## src/rtl/logic_lut_pkg.sv

```systemverilog
// Shared types and constants for the LUT pipeline: output modes, default truth table, width helpers.
// No logic here; latency and backpressure live in logic_lut_pipe and lut_lane.
package logic_lut_pkg;

  typedef enum logic [1:0] {
    MODE_PASS = 2'b00,
    MODE_INV  = 2'b01,
    MODE_EDGE = 2'b10,
    MODE_TGL  = 2'b11
  } mode_e;

  // Y = D & (~C | B), index {B,C,D}
  localparam logic [7:0] DEFAULT_TABLE = 8'hA2;

  function automatic int tbl_w(input int n_in);
    return 1 << n_in;
  endfunction

  function automatic int ch_w(input int channels);
    return (channels > 1) ? $clog2(channels) : 1;
  endfunction

endpackage

```

## src/rtl/lut_lane.sv

```systemverilog
// One channel: truth-table lookup plus output mode, result registered on the load strobe (1 cycle).
// No flow control of its own; the parent only asserts load when the output register may change.
module lut_lane
  import logic_lut_pkg::*;
#(
  parameter int                     N_IN       = 3,
  parameter logic [tbl_w(N_IN)-1:0] INIT_TABLE = DEFAULT_TABLE
) (
  input  logic                   clk,
  input  logic                   rst_n,
  input  logic                   load,
  input  logic [N_IN-1:0]        sel,
  input  logic                   cfg_we,
  input  logic [tbl_w(N_IN)-1:0] cfg_table,
  input  logic [1:0]             cfg_mode,
  output logic                   y
);

  logic [tbl_w(N_IN)-1:0] tt_q;
  mode_e                  mode_q;
  logic                   prev_q;
  logic                   tgl_q;
  logic                   f;
  logic                   y_nxt;

  assign f = tt_q[sel];

  always_comb begin
    y_nxt = f;
    case (mode_q)
      MODE_PASS: y_nxt = f;
      MODE_INV:  y_nxt = ~f;
      MODE_EDGE: y_nxt = f & ~prev_q;
      MODE_TGL:  y_nxt = tgl_q ^ f;
      default:   y_nxt = f;
    endcase
  end

  // A config write lands after the load terms so it wins on prev/toggle state,
  // while the load itself still evaluates with the old table and mode.
  always_ff @(posedge clk or negedge rst_n) begin
    if (!rst_n) begin
      tt_q   <= INIT_TABLE;
      mode_q <= MODE_PASS;
      prev_q <= 1'b0;
      tgl_q  <= 1'b0;
      y      <= 1'b0;
    end else begin
      if (load) begin
        y <= y_nxt;
        if (mode_q == MODE_EDGE) prev_q <= f;
        if (mode_q == MODE_TGL)  tgl_q  <= y_nxt;
      end
      if (cfg_we) begin
        tt_q   <= cfg_table;
        mode_q <= mode_e'(cfg_mode);
        prev_q <= 1'b0;
        tgl_q  <= 1'b0;
      end
    end
  end

endmodule

```

## src/rtl/logic_lut_pipe.sv

```systemverilog
// Multi-channel programmable Boolean unit: input register then LUT/mode output register, 2-cycle latency.
// Valid/ready both sides; a stalled output freezes both stages and in_ready drops once both are full.
module logic_lut_pipe
  import logic_lut_pkg::*;
#(
  parameter int                     N_IN       = 3,
  parameter int                     CHANNELS   = 4,
  parameter logic [tbl_w(N_IN)-1:0] INIT_TABLE = DEFAULT_TABLE,
  parameter int                     CNT_W      = 8
) (
  input  logic                       clk,
  input  logic                       rst_n,
  input  logic                       in_valid,
  output logic                       in_ready,
  input  logic [CHANNELS*N_IN-1:0]   in_data,
  output logic                       out_valid,
  input  logic                       out_ready,
  output logic [CHANNELS-1:0]        out_data,
  input  logic                       cfg_we,
  input  logic [ch_w(CHANNELS)-1:0]  cfg_ch,
  input  logic [tbl_w(N_IN)-1:0]     cfg_table,
  input  logic [1:0]                 cfg_mode,
  output logic [CNT_W-1:0]           xfer_cnt
);

  logic                     s1_valid;
  logic [CHANNELS*N_IN-1:0] s1_data;
  logic                     in_fire;
  logic                     s2_load;

  assign in_ready = ~s1_valid | ~out_valid | out_ready;
  assign in_fire  = in_valid & in_ready;
  assign s2_load  = s1_valid & (~out_valid | out_ready);

  always_ff @(posedge clk or negedge rst_n) begin
    if (!rst_n) begin
      s1_valid  <= 1'b0;
      s1_data   <= '0;
      out_valid <= 1'b0;
    end else begin
      s1_valid  <= in_fire | (s1_valid & ~s2_load);
      if (in_fire) s1_data <= in_data;
      out_valid <= s2_load | (out_valid & ~out_ready);
    end
  end

  always_ff @(posedge clk or negedge rst_n) begin
    if (!rst_n) begin
      xfer_cnt <= '0;
    end else if (out_valid && out_ready && (xfer_cnt != {CNT_W{1'b1}})) begin
      xfer_cnt <= xfer_cnt + CNT_W'(1);
    end
  end

  // Out-of-range cfg_ch matches no lane, so such writes are dropped.
  for (genvar c = 0; c < CHANNELS; c++) begin : g_lane
    lut_lane #(
      .N_IN       (N_IN),
      .INIT_TABLE (INIT_TABLE)
    ) u_lane (
      .clk       (clk),
      .rst_n     (rst_n),
      .load      (s2_load),
      .sel       (s1_data[c*N_IN +: N_IN]),
      .cfg_we    (cfg_we && (int'(cfg_ch) == c)),
      .cfg_table (cfg_table),
      .cfg_mode  (cfg_mode),
      .y         (out_data[c])
    );
  end

endmodule

```

## config.mk

```make
export PLATFORM = sky130hd
export DESIGN_NAME = logic_lut_pipe
export DESIGN_NICKNAME = d
export VERILOG_FILES = /design/src/rtl/logic_lut_pkg.sv /design/src/rtl/lut_lane.sv /design/src/rtl/logic_lut_pipe.sv
export SDC_FILE = /design/constraint.sdc
export NUM_CORES = 1
export LEC_CHECK = 0
export CORE_UTILIZATION = 35
export DETAILED_ROUTE_END_ITERATION = 12
export GPL_TIMING_DRIVEN = 1
export PLACE_DENSITY = 0.58
export SYNTH_ARGS = -nofsm -noshare
export SYNTH_HDL_FRONTEND = slang
export SYNTH_HIERARCHICAL = 1
export SYNTH_SLANG_ARGS = --single-unit
```

## constraint.sdc

```tcl
create_clock -name clk -period 2.2 [get_ports clk]
set_clock_uncertainty 0.15 [all_clocks]
set_input_delay 0.44 -clock clk [delete_from_list [all_inputs] [get_ports clk]]
set_output_delay 0.44 -clock clk [all_outputs]
set_load 0.01 [all_outputs]
```

==> key figures, run 1 <==
Outcome
  – Status: completed

Global routing
  – First-pass GRT wire length: 10.7 mm
  – Total Routing Usage GR: 0.138
  – Gr ovfl total: 0
  – Pin count of the biggest net entering global routing: 75
  – Initial antenna violation count: 0
  – Vias in the first global route: 2106

Worst setup path
  – Startpoint types: flop
  – Worst setup EP type: flop
  – Data arrival time of the worst path: 2100 ps
  – Worst R2R Setup Slack: 170 ps
  – Reg2reg end: g_lane[3].u_lane/tgl_q
  – Reg-to-reg startpoint: s1_data[9]
  – Critical Path RT: 2270 ps
  – Worst Setup Path Type: flop to flop
  – Worst r2r path cells: 4
  – Worst Setup SP: s1_data[9]
  – CP max FO: 3
  – Worst setup path end: g_lane[3].u_lane/tgl_q

Layout
  – Area Growth Syn to Fin: 26.6%
  – Post-route insts no fill: 433
  – Final Util: 0.464
  – Final Net Count: 329
  – Highest-count cells in the layout ignoring fill and taps: 62 x dfrtp_1, 40 x clkdlybuf4s50_1, 35 x mux2_2, 24 x mux2_1, 16 x nor2_1
  – Layout cells sized above 1: 0.293
  – Most common library cell in the layout ignoring fill and taps: dfrtp_1
  – Ant. Diodes: 0

Synthesis
  – Synth Instances: 242
  – Count of different cell masters after synthesis: 31
  – Largest family of logic cells by synthesized area: multiplexers
  – Synth Area in Simple Gates: 0.110
  – Yosys top cell by area: dfrtp_1
  – Mapped cell area: 3440 um^2
  – Syn nets: 272
  – Syn. warnings: 6
  – Post-synth top area share: 0.451
  – Post-synthesis sequential area ratio: 0.543
  – Seq cells post-synth: 74
  – Adder-cell area share of the yosys netlist: 0.00364
  – Post-synthesis compound-gate area fraction: 0.0218
  – Synthesized area per cell: 14.2 um^2
  – Post-Synth XOR/XNOR Area: 0.0102
  – Post-synthesis mux area share: 0.301
  – Top cells by area, synth: dfrtp_1 45%, mux2_2 11%, dfstp_2 9.2%

Clock network
  – Setup bufs post-CTS: 0
  – Root Driver: clkbuf_8
  – Clock slew at reported path FFs: 80 ps
  – H-Tree Depth: 3
  – CTS max path bufs: 2
  – Clk sink count: 74
  – CTS tree: built
  – Total CTS buffers: 9
  – Clk_lat worst skew: 330 ps

STA
  – Fin crit share: 0.921
  – Max Fclk: 493 MHz
  – Slew @ Worst Pin: 404 ps
  – Min Tclk post-route: 2030 ps
  – Final hold vios: 0
  – Final setup viols: 0
  – RSZ-0062 raised after global routing: false
  – Worst hold slack: 332 ps
  – Final Worst Setup Slack: 174 ps
  – Pins Over Slew Limit: 0
  – Worst slew margin: 0.731
  – Final setup TNS: 0 ps

Routing
  – DR iter-0 viols: 73
  – Vias/cell: 4.76
  – Final ANT Viol Nets: 0
  – WL/cell: 14.3 um
  – Post-Route WL: 6.21 mm
  – Drt first pass iters: 4
  – Via count: 2063
  – Residual DRC: 0

Floorplan
  – Row Count: 35
  – I/O pin count: 43
  – Core area: 9370 um^2
  – Die area: 10200 um^2
  – Die X: 101 um
  – Die H: 101 um
  – Initial Util: 0.367

Power
  – Reg power frac: 0.469
  – Sw frac: 0.272
  – LEAKAGE: 1.83 nW
  – Peak VDD IR: 352 uV
  – P per Cell Area: 969 nW/um^2
  – Int Power: 0.00307 W
  – Clock share of power: 0.274
  – Psw: 0.00115 W
  – Combinational share of power: 0.256

Placed design
  – Post-DP HPWL: 4.38 mm
  – Placed cell count: 416
  – GP Congestion: 0.718
  – Buffers added on ports: 42
  – Place WS: 23.0 ps

Hold path
  – Hold Path Class: flop to flop
  – Hold Path Depth: 1

Job
  – Max-cap violations: 0
worst min path at each step:
stage | end | startpoint
2_1_floorplan | g_lane[0].u_lane/mode_q[0] | rst_n
3_3_place_gp | g_lane[3].u_lane/tt_q[0] | g_lane[3].u_lane/tt_q[0]
3_5_place_dp | g_lane[0].u_lane/tt_q[2] | g_lane[0].u_lane/tt_q[2]
4_1_cts | g_lane[0].u_lane/tt_q[2] | g_lane[0].u_lane/tt_q[2]
5_1_grt | g_lane[1].u_lane/tt_q[3] | g_lane[1].u_lane/tt_q[3]
6_report | g_lane[0].u_lane/tt_q[2] | g_lane[0].u_lane/tt_q[2]
sequential cells by signal, summed over array words and instances, names as in the netlist:
name,cells
out_valid,1
s1_valid,1
xfer_cnt,8
g_lane.u_lane/y,4
g_lane.u_lane/prev_q,4
g_lane.u_lane/mode_q,8
g_lane.u_lane/tt_q,32
g_lane.u_lane/tgl_q,4
s1_data,12
logic make-up after synthesis:
| kind of cell | after synthesis |
|---|---|
| adders and majority gates | 1 |
| muxes | 79 |
| AOI/OAI and AO/OA | 7 |
| buffers and inverters | 9 |
| DFF | 74 |
| and+or+nand+nor | 68 |
| xor gates and xnor gates | 4 |
cell type report:
cell class / instances / area (um^2)
fill: 870 / 5020
inverter: 4 / 15.0
sequential: 74 / 1870
multi-input combinational: 159 / 1540
clock buffer: 11 / 141
clock inverter: 5 / 77.6
tap: 129 / 161
timing repair buffer: 51 / 551
synth_stat cells, drive strengths merged:
master and count:
mux2 67, dfrtp 62, nor2 16, nand2 14, dfstp 12, mux4 8
nand2b 7, nand3 7, nand4 6, buf 5, nand3b 5, inv 4
mux2i 4, nor2b 4, o221ai 4, and3 3, a21oi 2, and2 2
xnor2 2, xor2 2, and3b 1, ha 1, nor3 1, nor3b 1
o21ai 1, or2b 1
power groups by stage:
stage / clock network, W / logic, W / registers (W)
6_report: 0.00116 / 0.00108 / 0.00198
5_1_grt: 0.00127 / 0.00119 / 0.00203
4_1_cts: 0.00119 / 0.00110 / 0.00198
3_5_place_dp: 0 / 0.00110 / 0.00201
3_3_place_gp: 0 / 0.00108 / 0.00200
2_1_floorplan: 0 / 0.000656 / 0.00198
metal layers:
layer / track usage / part of all wire / wire length (um) / vias to the layer above
met2: 0.214 / 0.48 / 2960 / 22
met3: 0.0207 / 0.020 / 123 / 6
li1: - / - / - / 994
met4: 0.0669 / 0.011 / 69 / 0
met1: 0.190 / 0.49 / 3060 / 1041
met5: 0 / 0 / 0 / -
what timing repair did:
action,in CTS,in global routing
setup endpoints to repair,0,1
hold buffers,1,0
gates resized for setup,0,1
endpoints found under the hold margin,56,0
critical path: stages, from the launching register on:
cell     delay, ps
dfrtp_1        420
mux4_1         590
mux2_4         310
nand4_2        120
mux2_1         330
through the flow:
| step | cell area [um^2] | power, W |
|---|---|---|
| 2_1_floorplan | 3440 | 0.00264 |
| 3_3_place_gp | 4120 | 0.00308 |
| 3_5_place_dp | 4120 | 0.00310 |
| 4_1_cts | 4350 | 0.00428 |
| 5_1_grt | 4350 | 0.00449 |
| 6_report | 4350 | 0.00422 |
No activity file was read; power rests on OpenSTA's default activity.
==> run 2: changes to the inputs <==
--- a/config.mk
+++ b/config.mk
@@ -5,10 +5,11 @@
 export SDC_FILE = /design/constraint.sdc
 export NUM_CORES = 1
 export LEC_CHECK = 0
+export ABC_AREA = 1
 export CORE_UTILIZATION = 35
 export DETAILED_ROUTE_END_ITERATION = 12
 export GPL_TIMING_DRIVEN = 1
-export PLACE_DENSITY = 0.58
+export PLACE_DENSITY = 0.57
 export SYNTH_ARGS = -nofsm -noshare
 export SYNTH_HDL_FRONTEND = slang
 export SYNTH_HIERARCHICAL = 1
==> key figures, run 2 <==
Outcome
  – Status: completed (unchanged)

Layout
  – Largest Register: g_lane.u_lane/tt_q (unchanged)
  – Top Registers: g_lane.u_lane/tt_q: 32 flops, s1_data: 12 flops (unchanged)
  – Post-route insts no fill: 649 (was 433)
  – Ant. Diodes: 0 (unchanged)
  – Final Net Count: 538 (was 329)
  – Layout cells sized above 1: 0.226 (was 0.293)
  – Max reg flops: 32 (unchanged)
  – Multi-input logic area: 1450 um^2 (was 1540 um^2)
  – Post-route cell area: 4620 um^2 (was 4350 um^2)
  – Area Growth Syn to Fin: 25.6% (was 26.6%)
  – Most common library cell in the layout ignoring fill and taps: nand2_1 (was dfrtp_1)
  – Highest-count cells in the layout ignoring fill and taps: 130 x nand2_1, 62 x dfrtp_1, 48 x inv_1, 45 x nand3_1, 40 x clkdlybuf4s50_1 (was 62 x dfrtp_1, 40 x clkdlybuf4s50_1, 35 x mux2_2, 24 x mux2_1, 16 x nor2_1)
  – Layout filler cell count: 1044 (was 870)
  – Register area: 1870 um^2 (unchanged)

STA
  – Worst slew margin: 0.669 (was 0.731)
  – Max Fclk: 497 MHz (was 493 MHz)
  – Fin crit share: 0.914 (was 0.921)
  – Final hold vios: 0 (unchanged)
  – RSZ-0062 raised after global routing: false (unchanged)
  – Min Tclk post-route: 2010 ps (was 2030 ps)
  – Slew @ Worst Pin: 496 ps (was 404 ps)
  – Pins Over Slew Limit: 0 (unchanged)
  – Final setup viols: 0 (unchanged)

Worst setup path
  – Worst Setup Path Type: flop to output pin (was flop to flop)
  – Slowest stage delay, CP: 590 ps (about the same)
  – Critical Path RT: 1610 ps (was 2270 ps)
  – Worst setup EP type: output pin (was flop)
  – Startpoint types: flop (unchanged)
  – Data arrival time of the worst path: 1420 ps (was 2100 ps)
  – CP max-delay cell: clkdlybuf4s50_1 (was mux4_1)
  – Cell breakdown of the critical path: clkdlybuf4s50_1 (was mux4_1, mux2_4, nand4_2, mux2_1)
  – CP delay by family, top: buffers and inverters (was multiplexers)
  – Buffers and inverters on the worst path: 1 (was 0)
  – CP max FO: 8 (was 3)

Power
  – P per Cell Area: 910 nW/um^2 (was 969 nW/um^2)
  – Power, Total: 0.00421 W (was 0.00422 W)
  – Peak VDD IR: 450 uV (was 352 uV)
  – LEAKAGE: 2.19 nW (was 1.83 nW)

Clock network
  – Clk sink count: 74 (unchanged)
  – Total CTS buffers: 9 (unchanged)
  – Clock slew at reported path FFs: 90 ps (was 80 ps)
  – H-Tree Depth: 3 (unchanged)
  – CTS max path bufs: 2 (unchanged)
  – Clk_lat worst skew: 340 ps (was 330 ps)
  – Root Driver: clkbuf_8 (unchanged)
  – Setup bufs post-CTS: 0 (unchanged)
  – CTS tree: built (unchanged)

Floorplan
  – Die H: 105 um (was 101 um)
  – Die X: 105 um (was 101 um)
  – I/O pin count: 43 (unchanged)
  – Core area: 10300 um^2 (was 9370 um^2)
  – Initial Util: 0.358 (was 0.367)
  – Row Count: 37 (was 35)
  – Die area: 10900 um^2 (was 10200 um^2)

Synthesis
  – Syn nets: 478 (was 272)
  – Synth top cells by count: 130 x nand2_1, 62 x dfrtp_1, 48 x inv_1, 45 x nand3_1 (was 62 x dfrtp_1, 35 x mux2_2, 24 x mux2_1, 16 x nor2_1, 14 x nand2_1)
  – Asr flop ratio synth: 1.00 (unchanged)
  – Synthesized area per cell: 8.22 um^2 (was 14.2 um^2)
  – Post-synthesis mux area share: 0 (was 0.301)
  – Post-Synth XOR/XNOR Area: 0.00238 (was 0.0102)
  – Yosys top cell by area: dfrtp_1 (unchanged)
  – Synth Instances: 448 (was 242)
  – Synth Area in Simple Gates: 0.279 (was 0.110)
  – Seq cells post-synth: 74 (unchanged)
  – Top cells by area, synth: dfrtp_1 42%, nand2_1 13%, dfstp_2 8.6% (was dfrtp_1 45%, mux2_2 11%, dfstp_2 9.2%)
  – Post-synthesis compound-gate area fraction: 0.103 (was 0.0218)
  – Most common cell in the netlist: nand2_1 (was dfrtp_1)
  – Ys flop type: dfrtp_1 (unchanged)
  – Number of flops mapped to enable cells by yosys: 0 (unchanged)
  – Post-synthesis sequential area ratio: 0.507 (was 0.543)
  – Largest family of logic cells by synthesized area: simple AND/OR/NAND/NOR gates (was multiplexers)
  – Post-synth top area share: 0.421 (was 0.451)
  – Syn. warnings: 6 (unchanged)
  – Adder-cell area share of the yosys netlist: 0.00340 (was 0.00364)
  – Mapped cell area: 3680 um^2 (was 3440 um^2)
  – Count of different cell masters after synthesis: 26 (was 31)

Placed design
  – Post-DP Area: 4400 um^2 (was 4120 um^2)
  – Buffers added on ports: 42 (unchanged)
  – Placed cell count: 632 (was 416)
  – Post-DP HPWL: 5.96 mm (was 4.38 mm)
  – GP Congestion: 0.809 (was 0.718)

Routing
  – Final ANT Viol Nets: 0 (unchanged)
  – Residual DRC: 0 (unchanged)
  – DR iter-0 viols: 87 (was 73)
  – WL/cell: 12.7 um (was 14.3 um)
  – Vias/cell: 4.61 (was 4.76)
  – Drt first pass iters: 4 (unchanged)
  – Via count: 2995 (was 2063)
  – Post-Route WL: 8.24 mm (was 6.21 mm)

Global routing
  – Gr ovfl total: 0 (unchanged)
  – Total Routing Usage GR: 0.167 (was 0.138)
  – First-pass GRT wire length: 14.2 mm (was 10.7 mm)
  – Vias in the first global route: 2993 (was 2106)
  – Pin count of the biggest net entering global routing: 38 (was 75)
  – Initial antenna violation count: 0 (unchanged)

Job
  – Max-cap violations: 0 (unchanged)

Hold path
  – Hold Path Class: flop to flop (unchanged)
-- run 2: changes by cell type in the layout (fill, tap and decap cells not counted), moves of 9 or more --
| cell | before | now |
|---|---|---|
| mux2_1 | 24 | 0 |
| nand3_2 | 0 | 9 |
| nand3_1 | 7 | 45 |
| inv_1 | 4 | 48 |
| nor2_1 | 16 | 1 |
| o21ai_2 | 0 | 9 |
| nand2_2 | 0 | 13 |
| buf_4 | 3 | 17 |
| inv_2 | 0 | 22 |
| nand2_1 | 14 | 130 |
| o21ai_0 | 0 | 24 |
| o21ai_1 | 1 | 24 |
| mux2_2 | 35 | 0 |
-- run 2: worst paths after layout --
| check | endpoint | depth (start not counted) | slack [ps] | start |
|---|---|---|---|---|
| min reg2reg | g_lane[3].u_lane/tt_q[1] | 2 | 330 | g_lane[3].u_lane/tt_q[1] |
| max in group asynchronous | g_lane[1].u_lane/tt_q[1] | 3 | 780 | rst_n |
| max | xfer_cnt[2] | 1 | 190 | xfer_cnt[2] |
| min | g_lane[3].u_lane/tt_q[1] | 2 | 330 | g_lane[3].u_lane/tt_q[1] |
| min in group asynchronous | xfer_cnt[7] | 2 | 450 | rst_n |
| max reg2reg | g_lane[2].u_lane/tgl_q | 6 | 660 | out_valid |
-- run 2: per-layer routing --
layer,wire length [um],part of all wire,vias up,GRT usage
met5,0,0,-,0
met4,114,0.014,0,0.0551
met3,206,0.025,8,0.0262
met2,4090,0.50,34,0.284
met1,3830,0.46,1415,0.215
li1,-,-,1538,-
-- run 2: area by class of cell --
cell class	count	area share
tap	136	0.0368
clock buffer	11	0.0306
inverter	74	0.0720
multi-input combinational	288	0.313
sequential	74	0.404
clock inverter	5	0.0170
timing repair buffer	61	0.127
-- run 2: what timing repair did --
| action | 4_1_cts | 5_1_grt |
|---|---|---|
| gates resized for setup | 1 | 0 |
| setup endpoints to repair | 1 | 0 |
| endpoints found under the hold margin | 32 | 0 |
| hold buffers | 1 | 0 |
-- run 2: where the power goes --
part | total (W) | switching, W | internal [W] | leakage [nW]
sequential | 0.00188 | 0.000210 | 0.00167 | 0.889
combinational | 0.00115 | 0.000608 | 0.000545 | 1.18
clock | 0.00118 | 0.000508 | 0.000669 | 0.113
-- run 2: logic make-up (layout without fill, tap and decap cells) --
group,Yosys count,after routing
AOI/OAI and AO/OA,66,66
xor gates and xnor gates,1,1
adders and majority gates,1,1
buffers and inverters,86,151
DFF,74,74
and+or+nand+nor,220,220
-- run 2: tightest hold or removal path: cells and delay by family (launching register included) --
family	cells	cell delay, ps
flops	1	360
buf+inv	1	60
compound gates	1	60
-- run 2: metrics by stage --
step	utilization	setup TNS [ps]	hold WS (ps)	worst slack, ps
floorplan	-	0	-5.59	708
global placement	0.428	-56.3	295	-56.3
detailed placement	0.428	-39.5	301	-39.5
CTS	0.450	0	329	175
global route	0.450	0	338	126
finish	0.450	0	326	189
==> variant 1: new RTL, config.mk and constraints of run 2 <==
Register the output `xfer_cnt` once more; this adds one clock of latency there. The other outputs are not delayed to match.
--- a/src/rtl/logic_lut_pipe.sv
+++ b/src/rtl/logic_lut_pipe.sv
@@ -23,6 +23,8 @@
   output logic [CNT_W-1:0]           xfer_cnt
 );
 
+  logic [CNT_W-1:0] xfer_cnt_s0;
+
   logic                     s1_valid;
   logic [CHANNELS*N_IN-1:0] s1_data;
   logic                     in_fire;
@@ -46,9 +48,9 @@
 
   always_ff @(posedge clk or negedge rst_n) begin
     if (!rst_n) begin
-      xfer_cnt <= '0;
-    end else if (out_valid && out_ready && (xfer_cnt != {CNT_W{1'b1}})) begin
-      xfer_cnt <= xfer_cnt + CNT_W'(1);
+      xfer_cnt_s0 <= '0;
+    end else if (out_valid && out_ready && (xfer_cnt_s0 != {CNT_W{1'b1}})) begin
+      xfer_cnt_s0 <= xfer_cnt_s0 + CNT_W'(1);
     end
   end
 
@@ -69,5 +71,9 @@
     );
   end
 
+  always_ff @(posedge clk) begin
+    xfer_cnt <= xfer_cnt_s0;
+  end
+
 endmodule
 
Check against the original RTL: not equivalent (Yosys sat finds a counterexample within 4 cycles, from zero or initial values and one cycle with rst_n low).
==> variant 1 against run 2 <==
- setup slack lost 66 ps
- die area is 4.5% higher
- routed wire length rose by 0.39%
- sequential cell count increased by 8
- power up 1.0%
- synthesized area rose by 4.6%
- final area is 2.1% higher
==> variant 1: results (changes against run 2) <==
worst r2r path cells 6 (unchanged); largest cells by area after synthesis dfrtp_1 40%, nand2_1 13%, dfstp_2 8.2%; library cells used by synthesis 27 (+3.8%); fin crit share 94.4% (+3.0 points); register area 2030 um^2 (+8.6%); routed length on met1 4.24 mm (+11%); register area share after synthesis 52.6% (+1.9 points); leakage 2.21 nW (+1.1%); hold depth 0 (-2); met2 Use GR 23.2% (-5.2 points); multi-input gates 291 (+1.0%); Worst IR Drop VDD 0.417 mV (-7.1%); max incr delay on CP around 600 ps; DR WL met3 321 um (+56%); pre-CTS WS -28.0 ps (+11.5 ps); invs w/o clock 72 (-2.7%); Post-Synthesis Cells 456 (+1.8%); # nets final 543 (+0.93%); Arr. time, crit path 1490 ps (+70 ps); vias in the first global route 2855 (-4.6%); hold path start xfer_cnt_s0[7]$_DFFE_PN0P_; DR vias/cell 4.62 (about the same); All-Layer GR Usage 15.7% (-0.94 points); multi-input combinational area share 31.0% (-0.26 points); Worst setup endpoint out_valid; met3 usage 2.43% (-0.19 points); slew margin rel. 71.8% (+4.9 points); Non-clock buffer share 11.7% (-0.94 points); non-clock buffer count 57 (-6.6%); clk cell area share 3.76% (-1.0 points); met2 wire length 3.58 mm (-12%); met1 global-route usage 22.9% (+1.4 points); largest net degree at the start of global routing 75 (+97%); seq_cells 82 (+11%); Worst R2R Setup Slack 560 ps (-100 ps); WL/cell 12.7 um (-0.38%); compound-cell area share of the yosys netlist 10.3% (about the same); first-pass GRT wire length 13.7 mm (-3.7%); status finished, final reports clean; share of layout cells above drive strength 1 22.0% (-0.60 points); placed insts 637 (+0.79%); Syn Nets 486 (+1.7%); Pint 2.82 mW (-2.3%); clkbuf count 10 (-1); Synth warnings 6 (unchanged); placed inst area 4530 um^2 (+3.1%); Synth async-reset ratio 90.2% (-9.8 points); DP Wirelength 5.76 mm (-3.2%); Synth Area in XOR/XNOR 0% (-0.24 points); synth cell count leaders 130 x nand2_1, 62 x dfrtp_1, 48 x inv_1; post-synthesis adder-cell area fraction 0.325% (-0.015 points); crit-path max FO 6 (-2); Filler Cells Inserted 1036 (-0.77%)
variant 1: cell count changes after synthesis, moves of 2 or more:
cell,delta
dfxtp_1,+8
nand3_1,-6
nor2_1,+6
inv_2,-2
nand2_2,+2
nand3b_1,-2
variant 1: worst min-delay path by stage:
stage | end | slack (ps)
6_report | xfer_cnt[7]$_DFF_P_ | 270
5_1_grt | xfer_cnt[7]$_DFF_P_ | 300
4_1_cts | xfer_cnt[7]$_DFF_P_ | 270
3_5_place_dp | xfer_cnt[7]$_DFF_P_ | 250
3_3_place_gp | xfer_cnt[7]$_DFF_P_ | 260
2_1_floorplan | g_lane[0].u_lane/mode_q[0]$_DFFE_PN0P_ | -6
variant 1: power groups by stage:
stage                     clock [mW]  sequential, mW  combinational, mW
after floorplan                    0            2.11              0.714
after global placement             0            2.12               1.14
after detailed placement           0            2.13               1.16
after CTS                       1.04            2.10               1.17
after global routing            1.10            2.15               1.30
final                           1.01            2.10               1.15
==> variant 2: new RTL, settings of run 2 <==
Made on the original files. `CHANNELS`: 4 -> 2.
--- a/src/rtl/logic_lut_pipe.sv
+++ b/src/rtl/logic_lut_pipe.sv
@@ -4,7 +4,7 @@
   import logic_lut_pkg::*;
 #(
   parameter int                     N_IN       = 3,
-  parameter int                     CHANNELS   = 4,
+  parameter int                     CHANNELS   = 2,
   parameter logic [tbl_w(N_IN)-1:0] INIT_TABLE = DEFAULT_TABLE,
   parameter int                     CNT_W      = 8
 ) (
Interface: changed (resized cfg_ch, in_data and out_data); port bits go from 43 to 34. The function was not compared with the original's and may differ.
==> variant 2 against run 2 <==
- setup slack improved by 74 ps
- final area fell by 42%
- routed wire length fell by 49%
- power fell by 48%
- sequential cell count fell by 32
- synthesized area fell by 42%
- global-route usage fell by 1.9 points
- final cell count fell by 42%
- die area fell by 41%
- critical path type unchanged
- critical endpoint unchanged
- highest routed layer unchanged
==> variant 2: results (changes against run 2) <==
status finished, final reports clean; Crit Reg-Reg Startpoint out_valid$_DFF_PN0_; vias in the first global route 1581 (-47%); Filler Cells Inserted 615 (-41%); DP Wirelength 3.13 mm (-47%); GP Congestion 0.747 (-7.6%); Final Util 45.4% (+0.35 points); Pint 1.47 mW (-49%); library cells used by synthesis 27 (+3.8%); initial detailed-routing violation count 86 (-1.1%); largest cells by area after synthesis dfrtp_1 42%, nand2_1 14%, dfstp_2 7.4%; FF-to-FF End g_lane[0].u_lane/prev_q$_DFFE_PN0P_; worst r2r path cells 5 (-1); H-Tree Depth 2 (-1); placed inst area 2600 um^2 (-41%); crit-path max FO 7 (-1); Clk network pwr share 21.4% (-6.5 points); DR vias/cell 4.44 (-3.8%); Synth warnings 6 (unchanged); WL/cell 11.0 um (-13%); wirelength, routed 4.19 mm (-49%); final hold slack 53.5 ps (-273 ps); Setup WS post-layout 263 ps (+74.2 ps); Arr. time, crit path 1350 ps (-70 ps); register area share after synthesis 49.5% (-1.2 points); # nets final 326 (-39%); Avg Synthesized Cell Area 8.26 um^2 (+0.48%); routed length on met1 2.11 mm (-45%); total CTS buffers 5 (-4); synth cell count leaders 79 x nand2_1, 36 x dfrtp_1, 28 x inv_1; Synth Flop Type dfrtp_1; Port Buffers 33 (-21%); post-CTS sizing 0 (-1); Worst-Skew Late Latency 290 ps (-50 ps); largest net degree at the start of global routing 43 (+13%); top flop regs g_lane.u_lane/tt_q x16, xfer_cnt x8, s1_data x6; share of layout cells above drive strength 1 19.7% (-2.9 points); pre-CTS WS 28.4 ps (+68.0 ps); total power 2.20 mW (-48%); max incr delay on CP 590 ps (about the same); seq pwr 1.06 mW (-44%); DR WL met3 125 um (-39%); Worst IR Drop VDD 0.331 mV (-26%); met2 wire length 1.92 mm (-53%); All-Layer GR Usage 14.8% (-1.9 points); placed insts 371 (-41%); HP Class in2async; leakage 1.32 nW (-40%); first-pass GRT wire length 7.30 mm (-49%); Syn Nets 282 (-41%)
-- variant 2: cell types whose count changed in the layout (fill, tap and decap cells not counted), moves of 11 or more --
cell	delta
o21ai_0	-12
nand3_1	-22
nand2_1	-51
inv_2	-11
o21ai_1	-12
dfrtp_1	-26
inv_1	-20
-- variant 2: layer usage --
layer  up-vias  GRT usage, %
li1        896             -
met1       754          20.4
met2        28          23.2
met3         5          3.07
met4         0          4.29
met5         -             0
-- variant 2: final cells by class --
type / count / area share (%)
multi-input cells: 171 / 32.6
repair buffers: 41 / 14.4
flip-flops and latches: 42 / 39.4
inverters: 42 / 7.08
well taps: 75 / 3.49
clock buffers: 8 / 2.98
-- variant 2: kinds of logic after synthesis --
kind of cell               count (synthesis)  synth area share [%]
buffers and inverters                     46                  9.60
DFF                                       42                  49.5
xor gates and xnor gates                   2                 0.819
and+or+nand+nor                          132                  29.7
AOI/OAI and AO/OA                         36                  9.77
adders and majority gates                  1                 0.585
